## src/rtl/prog_loader_if.sv

```systemverilog
// Byte-stream loader bundle: upstream byte handshake, clear, line-memory write port, start/status.
// Latency: n/a (signal bundle only).
// Backpressure: byte_ready from the loader side qualifies byte_valid from the source side.
// Ports: byte_valid/byte_data/clear driven by the source (master);
//        byte_ready, wr_en/wr_addr/wr_line, start, busy/done/err driven by the loader (slave).
interface prog_loader_if #(
    parameter int LINE_WIDTH = 16,
    parameter int IP_WIDTH   = 8
);
    logic                  byte_valid;
    logic [7:0]            byte_data;
    logic                  byte_ready;
    logic                  clear;
    logic                  wr_en;
    logic [IP_WIDTH-1:0]   wr_addr;
    logic [LINE_WIDTH-1:0] wr_line;
    logic                  start;
    logic                  busy;
    logic                  done;
    logic                  err;

    modport master (
        output byte_valid, byte_data, clear,
        input  byte_ready, wr_en, wr_addr, wr_line, start, busy, done, err
    );

    modport slave (
        input  byte_valid, byte_data, clear,
        output byte_ready, wr_en, wr_addr, wr_line, start, busy, done, err
    );
endinterface

```

## src/rtl/prog_loader.sv

```systemverilog
// Program loader: takes a byte stream (line count N, then N lines MSB-first) and writes lines to memory.
// Latency: one WRITE cycle per line after its last byte; start pulses the cycle after the last write/check.
// Backpressure: byte_ready drops in WRITE/START/DONE/ERR; bytes offered then are held by the source.
// Ports: clk, rstn (async active-low); bus = prog_loader_if.slave (byte handshake, clear, write port,
//        start pulse, busy/done/err flags).
// Option: define PROG_LOADER_CHECKSUM_EN to require a trailing XOR checksum byte (CHK state).
module prog_loader #(
    parameter int LINE_WIDTH = 16,
    parameter int IP_WIDTH   = 8
) (
    input logic          clk,
    input logic          rstn,
    prog_loader_if.slave bus
);
    localparam int BPL   = LINE_WIDTH / 8;
    localparam int BC_W  = (BPL > 1) ? $clog2(BPL) : 1;
    // Line count/counter need one extra bit: N may equal 2^IP_WIDTH.
    localparam int CNT_W = IP_WIDTH + 1;
    localparam int unsigned MAX_N = (IP_WIDTH >= 8) ? 32'd256 : (32'd1 << IP_WIDTH);

    typedef enum logic [2:0] {
        IDLE,
        DATA,
        WRITE,
`ifdef PROG_LOADER_CHECKSUM_EN
        CHK,
`endif
        START,
        DONE,
        ERR
    } state_t;

    state_t                state;
    state_t                state_nxt;
    logic                  byte_ready;
    logic                  accept;
    logic                  n_bad;
    logic                  last_byte;
    logic                  last_line;
    logic [CNT_W-1:0]      n_lines;
    logic [CNT_W-1:0]      line_cnt;
    logic [BC_W-1:0]       byte_cnt;
    logic [LINE_WIDTH-1:0] line_reg;
    logic                  wr_en_q;
    logic                  start_q;
    logic                  busy_q;
    logic                  done_q;
    logic                  err_q;
`ifdef PROG_LOADER_CHECKSUM_EN
    logic [7:0]            csum;
`endif

    // byte_ready is a pure state decode.
    always_comb begin
        byte_ready = 1'b0;
        case (state)
            IDLE, DATA: byte_ready = 1'b1;
`ifdef PROG_LOADER_CHECKSUM_EN
            CHK:        byte_ready = 1'b1;
`endif
            default:    byte_ready = 1'b0;
        endcase
    end

    assign accept    = bus.byte_valid & byte_ready;
    assign n_bad     = (bus.byte_data == 8'd0) || (32'(bus.byte_data) > MAX_N);
    assign last_byte = (byte_cnt == BC_W'(BPL - 1));
    assign last_line = ((line_cnt + CNT_W'(1)) == n_lines);

    always_ff @(posedge clk or negedge rstn) begin
        if (!rstn) begin
            state <= IDLE;
        end else begin
            state <= state_nxt;
        end
    end

    always_comb begin
        state_nxt = state;
        case (state)
            IDLE: begin
                if (accept) begin
                    state_nxt = n_bad ? ERR : DATA;
                end
            end
            DATA: begin
                if (accept && last_byte) begin
                    state_nxt = WRITE;
                end
            end
            WRITE: begin
                if (last_line) begin
`ifdef PROG_LOADER_CHECKSUM_EN
                    state_nxt = CHK;
`else
                    state_nxt = START;
`endif
                end else begin
                    state_nxt = DATA;
                end
            end
`ifdef PROG_LOADER_CHECKSUM_EN
            CHK: begin
                if (accept) begin
                    state_nxt = (bus.byte_data == csum) ? START : ERR;
                end
            end
`endif
            START:   state_nxt = DONE;
            DONE:    state_nxt = DONE;
            ERR:     state_nxt = ERR;
            default: state_nxt = IDLE;
        endcase
        // Clear wins over everything, including a byte handshake this cycle.
        if (bus.clear) begin
            state_nxt = IDLE;
        end
    end

    // Flags are registered copies of the next state, so they line up with the state register.
    always_ff @(posedge clk or negedge rstn) begin
        if (!rstn) begin
            wr_en_q <= 1'b0;
            start_q <= 1'b0;
            busy_q  <= 1'b0;
            done_q  <= 1'b0;
            err_q   <= 1'b0;
        end else begin
            wr_en_q <= (state_nxt == WRITE);
            start_q <= (state_nxt == START);
            done_q  <= (state_nxt == DONE);
            err_q   <= (state_nxt == ERR);
            busy_q  <= (state_nxt != IDLE) && (state_nxt != DONE) && (state_nxt != ERR);
        end
    end

    // Datapath: line count, counters, line shift register and running checksum.
    always_ff @(posedge clk or negedge rstn) begin
        if (!rstn) begin
            n_lines  <= '0;
            line_cnt <= '0;
            byte_cnt <= '0;
            line_reg <= '0;
`ifdef PROG_LOADER_CHECKSUM_EN
            csum     <= '0;
`endif
        end else if (bus.clear) begin
            n_lines  <= '0;
            line_cnt <= '0;
            byte_cnt <= '0;
            line_reg <= '0;
`ifdef PROG_LOADER_CHECKSUM_EN
            csum     <= '0;
`endif
        end else begin
            case (state)
                IDLE: begin
                    if (accept && !n_bad) begin
                        n_lines  <= CNT_W'(bus.byte_data);
                        line_cnt <= '0;
                        byte_cnt <= '0;
`ifdef PROG_LOADER_CHECKSUM_EN
                        csum     <= '0;
`endif
                    end
                end
                DATA: begin
                    if (accept) begin
                        // Shift form keeps BPL == 1 legal (no negative slice).
                        line_reg <= (line_reg << 8) | LINE_WIDTH'(bus.byte_data);
                        byte_cnt <= last_byte ? '0 : byte_cnt + BC_W'(1);
`ifdef PROG_LOADER_CHECKSUM_EN
                        csum     <= csum ^ bus.byte_data;
`endif
                    end
                end
                WRITE: begin
                    line_cnt <= line_cnt + CNT_W'(1);
                end
                default: begin
                end
            endcase
        end
    end

    assign bus.byte_ready = byte_ready;
    assign bus.wr_en      = wr_en_q;
    assign bus.wr_addr    = line_cnt[IP_WIDTH-1:0];
    assign bus.wr_line    = line_reg;
    assign bus.start      = start_q;
    assign bus.busy       = busy_q;
    assign bus.done       = done_q;
    assign bus.err        = err_q;
endmodule

```

## src/flat_wrapper.sv

```systemverilog
// flat-port wrapper written by rule: the top's interface ports become plain ports
module prog_loader_flat 
#(
    parameter int LINE_WIDTH = 16,
    parameter int IP_WIDTH   = 8
)
  (clk, rstn, bus_byte_valid, bus_byte_data, bus_clear, bus_byte_ready, bus_wr_en, bus_wr_addr, bus_wr_line, bus_start, bus_busy, bus_done, bus_err);
  prog_loader_if #(.LINE_WIDTH(LINE_WIDTH), .IP_WIDTH(IP_WIDTH)) bus_i ();
  input logic clk;
  input logic rstn;
  input wire logic [$bits(bus_i.byte_valid)-1:0] bus_byte_valid;
  input wire logic [$bits(bus_i.byte_data)-1:0] bus_byte_data;
  input wire logic [$bits(bus_i.clear)-1:0] bus_clear;
  output wire logic [$bits(bus_i.byte_ready)-1:0] bus_byte_ready;
  output wire logic [$bits(bus_i.wr_en)-1:0] bus_wr_en;
  output wire logic [$bits(bus_i.wr_addr)-1:0] bus_wr_addr;
  output wire logic [$bits(bus_i.wr_line)-1:0] bus_wr_line;
  output wire logic [$bits(bus_i.start)-1:0] bus_start;
  output wire logic [$bits(bus_i.busy)-1:0] bus_busy;
  output wire logic [$bits(bus_i.done)-1:0] bus_done;
  output wire logic [$bits(bus_i.err)-1:0] bus_err;
  assign bus_i.byte_valid = bus_byte_valid;
  assign bus_i.byte_data = bus_byte_data;
  assign bus_i.clear = bus_clear;
  assign bus_byte_ready = bus_i.byte_ready;
  assign bus_wr_en = bus_i.wr_en;
  assign bus_wr_addr = bus_i.wr_addr;
  assign bus_wr_line = bus_i.wr_line;
  assign bus_start = bus_i.start;
  assign bus_busy = bus_i.busy;
  assign bus_done = bus_i.done;
  assign bus_err = bus_i.err;
  prog_loader #(.LINE_WIDTH(LINE_WIDTH), .IP_WIDTH(IP_WIDTH)) u_core (.clk(clk), .rstn(rstn), .bus(bus_i));
endmodule
```

## config.mk

```make
export PLATFORM = sky130hd
export DESIGN_NAME = prog_loader_flat
export DESIGN_NICKNAME = d
export VERILOG_FILES = /design/src/rtl/prog_loader_if.sv /design/src/rtl/prog_loader.sv /design/src/flat_wrapper.sv
export SDC_FILE = /design/constraint.sdc
export NUM_CORES = 1
export LEC_CHECK = 0
export CAP_MARGIN = 20
export CORE_UTILIZATION = 52
export DETAILED_ROUTE_END_ITERATION = 6
export PLACE_DENSITY = 0.8
export SKIP_CTS_REPAIR_TIMING = 1
export SYNTH_ARGS = -nofsm -noshare
export SYNTH_HDL_FRONTEND = slang
export SYNTH_SLANG_ARGS = --single-unit
```

## constraint.sdc

```tcl
create_clock -name clk -period 2.3 [get_ports clk]
set_clock_uncertainty 0.15 [all_clocks]
set_input_delay 0.46 -clock clk [delete_from_list [all_inputs] [get_ports clk]]
set_output_delay 0.46 -clock clk [all_outputs]
set_load 0.01 [all_outputs]
```

==> run_results.csv <==
group,metric,value,unit
synth,synth.area.mux_share,0.513,%
outcome,outcome,"finished clean",
timing,rsz0062_at_grt,"no",
power,total_leakage_power,1.18,nW
final_layout,mostFrequentLayoutCells,"nand2_1 (47), dfrtp_1 (42), clkdlybuf4s50_1 (40)",
worst_setup_path,critical_path_buf_inv_count,1,
power,ir_drop,0.000495,V
clock_tree,cts_root_buffer,"clkbuf_8",
final_layout,post-route-util,70.2,%
global_route,overflow,0,
clock_tree,clock_sink_count,42,
final_layout,area_growth_syn_to_layout,28.8,%
drt,route.antenna.remaining_nets,0,
floorplan,die_outline_area,4490,um2
worst_setup_path,reg_to_reg_startpoint,"u_core.line_cnt[1]$_DFFE_PN0P_",
synth,synth_enable_flop_cells,0,
synth,synthesis.yosys.warnings,0,
final_layout,final_area,2830,um2
synth,synthesized_area_fraction_occupied_by_ao_oa_aoi_and_oai_cells,18.2,%
floorplan,number_of_core_rows,23,
floorplan,chipHeight,67.0,um
synth,synth_simple_gate_area_share,21.1,%
final_layout,final-instance-count-excl-fill,335,
synth,syn-cell-area,2200,um2
timing,layout_worst_path_cycle_share,90.1,%
clock_tree,clockBufferDepth,2,
timing,maxSlewHeadroom,46.9,%
synth,synth_top_area_share,47.9,%
clock_tree,clk_pin_slew,0.08,ns
synth,ys_seq_elements,42,
timing,timing.hold.ws,0.0916,ns
drt,drt_first_iter_violations,105,
placement,number_of_placed_instances_taps_included,327,
synth,synth_xor_area_share,4.39,%
run,drv.max_cap_violation_count,0,
synth,post-synth-top-area-cell,"dfrtp_1",
synth,synth_fa_ha_area_share,0.570,%
power,power.total,1.56,mW
placement,finalWeightedCongestion,0.866,
worst_setup_path,worst_path_dominant_cell_family,"buffers and inverters",
global_route,first_global_vias,1670,
worst_setup_path,kind_of_start_point_of_the_critical_path,"flop",
worst_setup_path,cp-end-kind,"output port",
worst_setup_path,worst-r2r-setup-slack,0.25,ns
drt,number_of_remaining_drc_errors,0,
floorplan,die_x,67.0,um
floorplan,ios,42,
synth,ys_types,46,
final_layout,antennaDiodeCount,0,
timing,setup_total_negative_slack,0,ns
worst_setup_path,worst-r2r-cell-count,6,
timing,tightestPinTransition,0.797,ns
timing,timing_max_transition_violations_final,0,
synth,synthesized_area_per_cell,9.30,um2
worst_setup_path,crit_arrival,1.46,ns
drt,detailroute.via_count,1811,
timing,fmax,0.483,GHz
synth,sequential_cell_area_fraction_in_the_yosys_report,47.9,%
worst_setup_path,regToRegEndpoint,"u_core.bus.start$_DFF_PN0_",
placement,dp.final_hpwl,3.40,mm
synth,asyncSetResetFlopFracSynth,100,%
worst_setup_path,critPathMaxStageDelay,0.61,ns
global_route,number_of_antenna_violations_at_the_first_check_in_global_routing,0,
power,power_per_cell_area,552,nW/um2
drt,post_drt_wl_per_cell,14.1,um
timing,setup_violation_total_in_the_final_timing_report,0,
hold_path,min-delay-path-class,"in2async",
synth,dominant_combinational_cell_family_by_area_after_synthesis,"simple AND/OR/NAND/NOR gates",
worst_setup_path,crit_required,1.69,ns
clock_tree,clock_latency,0.30,ns
drt,totalWireLength,4.71,mm
placement,pre_cts_slack,-0.0145,ns
final_layout,final_nets,297,
synth,ys_flop_type,"dfrtp_1",
drt,drtPass1Iterations,4,
placement,port-buffer-count,41,
drt,vias_per_cell,5.41,
floorplan,floorplan.core_area,4030,um2
floorplan,initial_utilization,54.5,%
global_route,grt_max_degree,36,
worst_setup_path,crit_fanout,9,
timing,final.setup.worst_slack,0.228,ns
placement,placed_cell_area,2720,um2
timing,post_layout_min_period,2.07,ns
clock_tree,tritoncts,"built",
final_layout,layout_commonest_cell,"nand2_1",
worst_setup_path,timing.setup.critical_path_class,"reg2out",
timing,final-hold-violation-count,0,
global_route,grt_first_pass_wirelength,7.47,mm
clock_tree,h-tree-depth,2,
synth,syn_nets,249,
worst_setup_path,cp_cell_sequence,"clkdlybuf4s50_1",
synth,synthTopCellsByArea,"dfrtp_1 (48%), nand2_1 (8.0%), a21oi_1 (5.9%)",
worst_setup_path,worst_path_max_delay_cell,"clkdlybuf4s50_1",
synth,count_of_mapped_cells_out_of_synthesis,236,
final_layout,layout-drive-gt1-share,14.7,%
global_route,grt.total_usage,22.6,%
clock_tree,cts_inserted_buffers,5,
## sequential cells by signal, indices dropped and copies added, names as in the netlist
register and cells:
u_core.bus.done 1, u_core.bus.busy 1, u_core.bus.start 1, u_core.n_lines 8
u_core.line_cnt 9, u_core.bus.err 1, u_core.state 3, u_core.byte_cnt 1
u_core.bus.wr_line 16, u_core.bus.wr_en 1
## synthesized netlist by cell type, drive strengths merged, types with 2 or more instances
cell / number
nor2b: 2
nand4: 4
dfrtp: 42
a22o: 2
nand3: 3
inv: 5
nand2b: 11
nor3: 2
o31a: 2
nor4: 4
o21ai: 11
o32ai: 4
clkbuf: 6
o2bb2ai: 2
nor3b: 2
buf: 17
nand2: 47
a21oi: 26
xor2: 4
xnor2: 7
a21boi: 2
or2: 4
nor2: 8
a211oi: 5
## cell families (layout without fill, tap and decap cells)
logic type / count (synthesis) / in the layout
buffers and inverters: 28 / 77
xor gates and xnor gates: 11 / 11
AOI/OAI and AO/OA: 60 / 60
and+or+nand+nor: 93 / 93
DFF: 42 / 42
adders and majority gates: 1 / 1
muxes: 1 / 1
## layer usage
metal | up-vias | track usage [%] | part of all wire, %
li1 | 896 | - | -
met1 | 875 | 29.1 | 44
met2 | 35 | 37.2 | 51
met3 | 5 | 5.82 | 3.8
met4 | 0 | 6.12 | 0.96
met5 | - | 0 | 0
## cell type report
type,instances,area (um2)
sequential,42,1050
tap,50,62.6
clock inverter,2,37.5
inverter,5,18.8
timing repair buffer,64,603
fill,332,1200
clock buffer,6,72.6
multi-input combinational,166,982
## power by group
| part | leakage [nW] | switching (mW) | internal (mW) |
|---|---|---|---|
| Clock | 0.0514 | 0.264 | 0.324 |
| Combinational | 0.560 | 0.0941 | 0.0954 |
| Sequential | 0.573 | 0.0218 | 0.761 |
| Total | 1.18 | 0.380 | 1.18 |
## worst max-delay path by stage
stage                                   start                       endpoint  slack, ns  cells after the start
2_1_floorplan                bus_byte_data[5]  u_core.n_lines[6]$_DFFE_PN0P_       0.54                      5
3_3_place_gp                 bus_byte_data[5]       u_core.bus.err$_DFF_PN0_      -0.04                      7
3_5_place_dp                 bus_byte_data[5]       u_core.bus.err$_DFF_PN0_      -0.01                      7
4_1_cts        u_core.line_cnt[2]$_DFFE_PN0P_                 bus_wr_addr[2]       0.22                      1
5_1_grt        u_core.line_cnt[1]$_DFFE_PN0P_     u_core.bus.start$_DFF_PN0_       0.11                      6
6_report       u_core.line_cnt[2]$_DFFE_PN0P_                 bus_wr_addr[2]       0.23                      1
Power figures use the tool's default switching activity.
